**src/rtl/rr_mem_arbiter_if.sv**
```systemverilog
// Bus bundle between the round-robin arbiter, its requesting masters and the shared memory port.
// The slave modport is the arbiter's view; the master modport is the view of the surrounding system.
interface rr_mem_arbiter_if #(
    parameter int NUM_REQ = 2,
    parameter int ADDR_W  = 9,
    parameter int DATA_W  = 8
);
    localparam int OWN_W = (NUM_REQ > 1) ? $clog2(NUM_REQ) : 1;

    logic [NUM_REQ-1:0]        req;
    logic [NUM_REQ-1:0]        lock;
    logic [NUM_REQ-1:0]        rw_in;
    logic [NUM_REQ*ADDR_W-1:0] addr_in;
    logic [NUM_REQ*DATA_W-1:0] wdata_in;
    logic [NUM_REQ-1:0]        grant;
    logic [DATA_W-1:0]         rdata_out;
    logic [ADDR_W-1:0]         mem_address;
    logic [DATA_W-1:0]         mem_data_in;
    logic [DATA_W-1:0]         mem_data_out;
    logic                      mem_rw;
    logic [OWN_W-1:0]          owner;
    logic                      busy;
    logic                      preempt;

    modport slave (
        input  req, lock, rw_in, addr_in, wdata_in, mem_data_out,
        output grant, rdata_out, mem_address, mem_data_in, mem_rw, owner, busy, preempt
    );

    modport master (
        output req, lock, rw_in, addr_in, wdata_in, mem_data_out,
        input  grant, rdata_out, mem_address, mem_data_in, mem_rw, owner, busy, preempt
    );
endinterface

```
**src/rtl/rr_mem_arbiter.sv**
```systemverilog
// Round-robin arbiter sharing one memory port between NUM_REQ masters, with locked tenures,
// MAX_HOLD preemption and a single dead (HANDOFF) cycle between owners.
module rr_mem_arbiter #(
    parameter int NUM_REQ  = 2,
    parameter int ADDR_W   = 9,
    parameter int DATA_W   = 8,
    parameter int MAX_HOLD = 16
) (
    input  logic              clk,
    input  logic              reset,
    rr_mem_arbiter_if.slave   bus
);
    localparam int OWN_W  = (NUM_REQ > 1) ? $clog2(NUM_REQ) : 1;
    localparam int HOLD_W = (MAX_HOLD > 0) ? $clog2(MAX_HOLD + 1) : 1;
    localparam logic [HOLD_W-1:0]  HOLD_LIMIT = HOLD_W'(MAX_HOLD);
    localparam logic [OWN_W-1:0]   LAST_IDX   = OWN_W'(NUM_REQ - 1);
    localparam logic [NUM_REQ-1:0] ONE_HOT0   = NUM_REQ'(1);

    typedef enum logic [1:0] {
        ST_IDLE    = 2'd0,
        ST_GRANT   = 2'd1,
        ST_HANDOFF = 2'd2
    } state_t;

    state_t               state_reg,   state_next;
    logic [OWN_W-1:0]     owner_reg,   owner_next;
    logic [NUM_REQ-1:0]   grant_reg,   grant_next;
    logic [HOLD_W-1:0]    hold_reg,    hold_next;
    logic                 preempt_reg, preempt_next;

    logic [ADDR_W-1:0]    addr_arr  [NUM_REQ];
    logic [DATA_W-1:0]    wdata_arr [NUM_REQ];

    logic                 pick_valid;
    logic [OWN_W-1:0]     pick_idx;
    int                   cand;
    logic                 others_req;
    logic                 preempt_ok;

    genvar gi;
    generate
        for (gi = 0; gi < NUM_REQ; gi++) begin : g_unpack
            assign addr_arr[gi]  = bus.addr_in[gi*ADDR_W +: ADDR_W];
            assign wdata_arr[gi] = bus.wdata_in[gi*DATA_W +: DATA_W];
        end
    endgenerate

    // First asserted request scanning from owner+1 with wrap; the previous owner is checked last.
    always_comb begin
        pick_valid = 1'b0;
        pick_idx   = owner_reg;
        cand       = 0;
        for (int i = 1; i <= NUM_REQ; i++) begin
            cand = (int'(owner_reg) + i) % NUM_REQ;
            if (!pick_valid && bus.req[OWN_W'(cand)]) begin
                pick_valid = 1'b1;
                pick_idx   = OWN_W'(cand);
            end
        end
    end

    assign others_req = |(bus.req & ~grant_reg);
    assign preempt_ok = (MAX_HOLD != 0) && (hold_reg == HOLD_LIMIT) &&
                        !bus.lock[owner_reg] && others_req;

    always_comb begin
        state_next   = state_reg;
        owner_next   = owner_reg;
        grant_next   = grant_reg;
        hold_next    = hold_reg;
        preempt_next = 1'b0;
        unique case (state_reg)
            ST_IDLE, ST_HANDOFF: begin
                if (pick_valid) begin
                    state_next = ST_GRANT;
                    owner_next = pick_idx;
                    grant_next = ONE_HOT0 << pick_idx;
                    hold_next  = '0;
                end else begin
                    state_next = ST_IDLE;
                    grant_next = '0;
                end
            end
            ST_GRANT: begin
                // Counter saturates so a long locked tenure is revoked on the first edge after unlock.
                if (hold_reg != HOLD_LIMIT) begin
                    hold_next = hold_reg + 1'b1;
                end
                if (!bus.req[owner_reg]) begin
                    grant_next = '0;
                    state_next = ST_HANDOFF;
                end else if (preempt_ok) begin
                    grant_next   = '0;
                    preempt_next = 1'b1;
                    state_next   = ST_HANDOFF;
                end
            end
            default: begin
                state_next = ST_IDLE;
                grant_next = '0;
            end
        endcase
    end

    always_ff @(posedge clk or negedge reset) begin
        if (!reset) begin
            state_reg   <= ST_IDLE;
            owner_reg   <= LAST_IDX;
            grant_reg   <= '0;
            hold_reg    <= '0;
            preempt_reg <= 1'b0;
        end else begin
            state_reg   <= state_next;
            owner_reg   <= owner_next;
            grant_reg   <= grant_next;
            hold_reg    <= hold_next;
            preempt_reg <= preempt_next;
        end
    end

    // Address/data follow the last owner even when idle; only rw is gated so nothing is written.
    assign bus.mem_address = addr_arr[owner_reg];
    assign bus.mem_data_in = wdata_arr[owner_reg];
    assign bus.mem_rw      = (state_reg == ST_GRANT) && bus.rw_in[owner_reg];
    assign bus.rdata_out   = bus.mem_data_out;
    assign bus.grant       = grant_reg;
    assign bus.owner       = owner_reg;
    assign bus.busy        = |grant_reg;
    assign bus.preempt     = preempt_reg;

    a_grant_onehot: assert property (@(posedge clk) disable iff (!reset) $onehot0(grant_reg));
    a_write_needs_grant: assert property (@(posedge clk) disable iff (!reset) bus.mem_rw |-> (|grant_reg));

endmodule

```
**src/flat_wrapper.sv**
```systemverilog
// flat-port wrapper written by rule: the top's interface ports become plain ports
module rr_mem_arbiter_flat 
#(
    parameter int NUM_REQ  = 2,
    parameter int ADDR_W   = 9,
    parameter int DATA_W   = 8,
    parameter int MAX_HOLD = 16
)
  (clk, reset, bus_req, bus_lock, bus_rw_in, bus_addr_in, bus_wdata_in, bus_mem_data_out, bus_grant, bus_rdata_out, bus_mem_address, bus_mem_data_in, bus_mem_rw, bus_owner, bus_busy, bus_preempt);
  rr_mem_arbiter_if #(.NUM_REQ(NUM_REQ), .ADDR_W(ADDR_W), .DATA_W(DATA_W)) bus_i ();
  input  logic clk;
  input  logic reset;
  input wire logic [$bits(bus_i.req)-1:0] bus_req;
  input wire logic [$bits(bus_i.lock)-1:0] bus_lock;
  input wire logic [$bits(bus_i.rw_in)-1:0] bus_rw_in;
  input wire logic [$bits(bus_i.addr_in)-1:0] bus_addr_in;
  input wire logic [$bits(bus_i.wdata_in)-1:0] bus_wdata_in;
  input wire logic [$bits(bus_i.mem_data_out)-1:0] bus_mem_data_out;
  output wire logic [$bits(bus_i.grant)-1:0] bus_grant;
  output wire logic [$bits(bus_i.rdata_out)-1:0] bus_rdata_out;
  output wire logic [$bits(bus_i.mem_address)-1:0] bus_mem_address;
  output wire logic [$bits(bus_i.mem_data_in)-1:0] bus_mem_data_in;
  output wire logic [$bits(bus_i.mem_rw)-1:0] bus_mem_rw;
  output wire logic [$bits(bus_i.owner)-1:0] bus_owner;
  output wire logic [$bits(bus_i.busy)-1:0] bus_busy;
  output wire logic [$bits(bus_i.preempt)-1:0] bus_preempt;
  assign bus_i.req = bus_req;
  assign bus_i.lock = bus_lock;
  assign bus_i.rw_in = bus_rw_in;
  assign bus_i.addr_in = bus_addr_in;
  assign bus_i.wdata_in = bus_wdata_in;
  assign bus_i.mem_data_out = bus_mem_data_out;
  assign bus_grant = bus_i.grant;
  assign bus_rdata_out = bus_i.rdata_out;
  assign bus_mem_address = bus_i.mem_address;
  assign bus_mem_data_in = bus_i.mem_data_in;
  assign bus_mem_rw = bus_i.mem_rw;
  assign bus_owner = bus_i.owner;
  assign bus_busy = bus_i.busy;
  assign bus_preempt = bus_i.preempt;
  rr_mem_arbiter #(.NUM_REQ(NUM_REQ), .ADDR_W(ADDR_W), .DATA_W(DATA_W), .MAX_HOLD(MAX_HOLD)) u_core (.clk(clk), .reset(reset), .bus(bus_i));
endmodule
```
**config.mk**
```make
export PLATFORM = sky130hd
export DESIGN_NAME = rr_mem_arbiter_flat
export DESIGN_NICKNAME = d
export VERILOG_FILES = /design/src/rtl/rr_mem_arbiter_if.sv /design/src/rtl/rr_mem_arbiter.sv /design/src/flat_wrapper.sv
export SDC_FILE = /design/constraint.sdc
export NUM_CORES = 1
export LEC_CHECK = 0
export CAP_MARGIN = 15
export CELL_PAD_IN_SITES_DETAIL_PLACEMENT = 1
export CELL_PAD_IN_SITES_GLOBAL_PLACEMENT = 1
export CORE_MARGIN = 2
export CORE_UTILIZATION = 22
export CTS_BUF_LIST = sky130_fd_sc_hd__clkbuf_8 sky130_fd_sc_hd__clkbuf_16
export CTS_CLUSTER_SIZE = 20
export DETAILED_ROUTE_END_ITERATION = 16
export GPL_TIMING_DRIVEN = 1
export PLACE_DENSITY = 0.95
export SYNTH_ARGS = -nofsm -noshare
export SYNTH_HDL_FRONTEND = slang
export SYNTH_SLANG_ARGS = --single-unit
```
**constraint.sdc**
```tcl
create_clock -name clk -period 4.3 [get_ports clk]
set_input_delay 0.86 -clock clk [delete_from_list [all_inputs] [get_ports clk]]
set_output_delay 0.86 -clock clk [all_outputs]
set_load 0.005 [all_outputs]
```
==> flow_summary_export.csv <==
group,metric,value,unit
yosys,synthDominantCellAreaShare,29.2,%
cts,cts_buffers,3,
worst_setup_path,critical_path.max_fanout,1,
sta,hold-worst-slack,540,ps
sta,timing.final.crit_period,2860,ps
finish,finalInstanceArea,0.00154,mm²
routing,detail-route-antenna-nets,0,
worst_setup_path,worst_setup_path_end_kind,"output port",
worst_setup_path,data_arrival_time_at_the_worst_slack_endpoint,2000,ps
floorplanning,die_area,0.00442,mm²
place,placement.setup.worst_slack,1410,ps
finish,layout-drive-gt1-share,17.5,%
outcome,run_status,"complete, no violations",
routing,routed_wl,2580,µm
cts,cts_buffer_depth,2,
routing,wl_per_cell,13.5,µm
floorplanning,die_height,66.5,µm
global_routing,grt_max_degree,25,
yosys,number_of_nets_produced_by_synthesis,139,
routing,drcViolationCount,0,
finish,sequential_cell_area,277,µm²
yosys,post_synth.cell_area_avg,10.1,µm²
cts,post_cts_resize_count,0,
routing,drt_first_pass_iters,4,
hold_path,hold_path.class,"reg2reg",
power_and_ir_drop,total_leakage_power,0.628,nW
sta,worstMarginPinSlew,527,ps
sta,slew-limit-headroom,64.9,%
finish,area_growth_syn_to_layout,78.9,%
sta,final_tns_setup,0,ps
worst_setup_path,reg2reg_depth,4,
routing,dr_total_vias,850,
place,place.port_buffers,64,
flow_run,cap_violations,0,
yosys,synthTopCellsByCount,"mux2_2, dfrtp_1, buf_4",
cts,post_cts_hold_buffer_count,0,
worst_setup_path,setup_crit_path_kind,"in2out",
hold_path,holdPathStages,2,
hold_path,worst_hold_startpoint,"u_core.hold_reg[4]$_DFFE_PN0P_",
sta,final-max-slew-violation-count,0,
worst_setup_path,r2r_setup_slack,2320,ps
global_routing,gr-total-overflow,0,
cts,clock_tree.htree_level_count,1,
worst_setup_path,critPathRequiredTime,3440,ps
routing,route.detailed.vias_per_inst,4.45,
worst_setup_path,worst_r2r_startpoint,"u_core.bus.owner$_DFFE_PN1P_",
finish,max_ffs_per_register,5,
sta,max_freq,0.350,GHz
floorplanning,die-width,66.5,µm
sta,finalWorstSetupSlack,1440,ps
cts,clkLatencyLatePin,240,ps
yosys,synth_seq_area_share,32.2,%
finish,finish.net_count,198,
floorplanning,coreArea,0.00372,mm²
yosys,synth_area_leaders,"dfrtp_1, mux2_2, buf_4",
yosys,syn-instance-count,85,
cts,cts_sinks,11,
place,place_congestion,0.764,
yosys,ys_async_sr_fraction,100,%
sta,finalSetupViolCount,0,
global_routing,grt_antenna_before_repair,0,
yosys,yosys.area.top_type,"dfrtp_1",
global_routing,global_route_wire_length_before_repair,4090,µm
finish,nFillCells,422,
floorplanning,std_cell_rows,22,
yosys,synth-warning-count,0,
cts,cts_tree,"built",
yosys,synth.distinct_cells,22,
finish,antenna-diode-count,0,
floorplanning,io_pins,81,
worst_setup_path,rr_endpoint,"u_core.bus.grant[1]$_DFFE_PN0P_",
cts,clkSlewWorstSetupHoldPaths,50,ps
sta,clock-skew-final,1.07,ps
place,dpl_cell_area,0.00149,mm²
sta,final_min_period_over_clock_period,66.5,%
power_and_ir_drop,peakVddDrop,145,µV
cts,clk_root_buffer_cell,"clkbuf_8",
power_and_ir_drop,p_per_area,445,mW/mm²
place,dpl.hpwl,2130,µm
yosys,synth_edf_count,0,
yosys,synth_area,858,µm²
yosys,synth-seq-cells,11,
power_and_ir_drop,power.total,0.684,mW
place,dp.cells,187,
finish,multi_input_area,493,µm²
finish,final_cell_count_no_fill,191,
cts,postCtsSetupBuffers,0,
global_routing,globalRouteTotalUtil,12.1,%
global_routing,first_global_vias,962,
hold_path,min_to,"u_core.hold_reg[4]$_DFFE_PN0P_",
yosys,postSynth.topFlopCell,"dfrtp_1",
worst_setup_path,setup.worst_path.start_class,"primary input",
yosys,yosys.cell_count.top_type,"mux2_2",
finish,finalCoreUtilization,41.3,%
routing,detailed_route_iter0_violations,24,
sta,finalHoldViolations,0,
floorplanning,initial_utilization,23.1,%
sta,rsz0062_at_grt,"no",
-- cells in the final DEF, fill, tap and decap left out --
cell type / n
xor2_1: 2
nand3_1: 3
ha_1: 4
clkdlybuf4s50_1: 64
dfrtp_1: 10
or2_2: 2
nor2b_1: 1
mux2_2: 17
inv_1: 5
a211o_1: 1
dfstp_2: 1
nand4bb_1: 1
a22o_1: 3
mux2i_1: 3
clkinv_2: 1
nor2b_4: 1
mux2_1: 1
o21ai_0: 5
nand2_1: 5
nand2b_1: 5
clkbuf_8: 3
nor2_1: 4
nand4b_1: 1
-- layer usage --
layer	wire length (µm)	global-route usage (%)	up-vias
li1	-	-	404
met1	914	11.8	395
met2	1390	22.9	45
met3	216	4.22	6
met4	58	5.10	0
met5	0	0	-
-- worst max-delay path, cell delays in order --
cell             delay, ps
clkdlybuf4s50_1        460
mux2i_1                 60
nor2_1                 110
clkdlybuf4s50_1        510
-- area by class of cell --
type                       instances  share of cell area, %
clock inverter                     1                  0.326
timing repair buffer              64                   41.7
multi-input combinational         59                   32.1
tap                               48                   3.91
inverter                           5                   1.22
sequential                        11                   18.0
clock buffer                       3                   2.69
-- where the power goes --
group	total, mW	internal (mW)	switching (mW)	leakage [nW]
Clock	0.105	0.0638	0.0414	0.0255
Combinational	0.372	0.256	0.116	0.460
Sequential	0.207	0.140	0.0670	0.143
Total	0.684	0.459	0.225	0.628
-- kinds of logic (layout without fill, tap and decap cells) --
family                     count (synthesis)  count (layout)  share of synthesized area (%)
adders and majority gates                  4               4                           5.83
AOI/OAI and AO/OA                          9               9                           7.00
and+or+nand+nor                           23              23                           15.5
buffers and inverters                     15              73                           10.4
muxes                                     21              21                           27.1
DFF                                       11              11                           32.2
xor gates and xnor gates                   2               2                           2.04
-- worst max path at each step --
stage	startpoint	endpoint	slack (ps)	cells after the start
6_report	bus_rw_in[0]	bus_mem_rw	1440	4
5_1_grt	u_core.bus.owner$_DFFE_PN1P_	bus_mem_address[1]	1370	2
4_1_cts	bus_rw_in[1]	bus_mem_rw	1410	4
3_5_place_dp	bus_rw_in[1]	bus_mem_rw	1410	4
3_3_place_gp	bus_wdata_in[2]	bus_mem_data_in[2]	1460	3
2_1_floorplan	u_core.bus.owner$_DFFE_PN1P_	bus_mem_address[3]	2300	2
No activity file was read; power rests on OpenSTA's default activity.
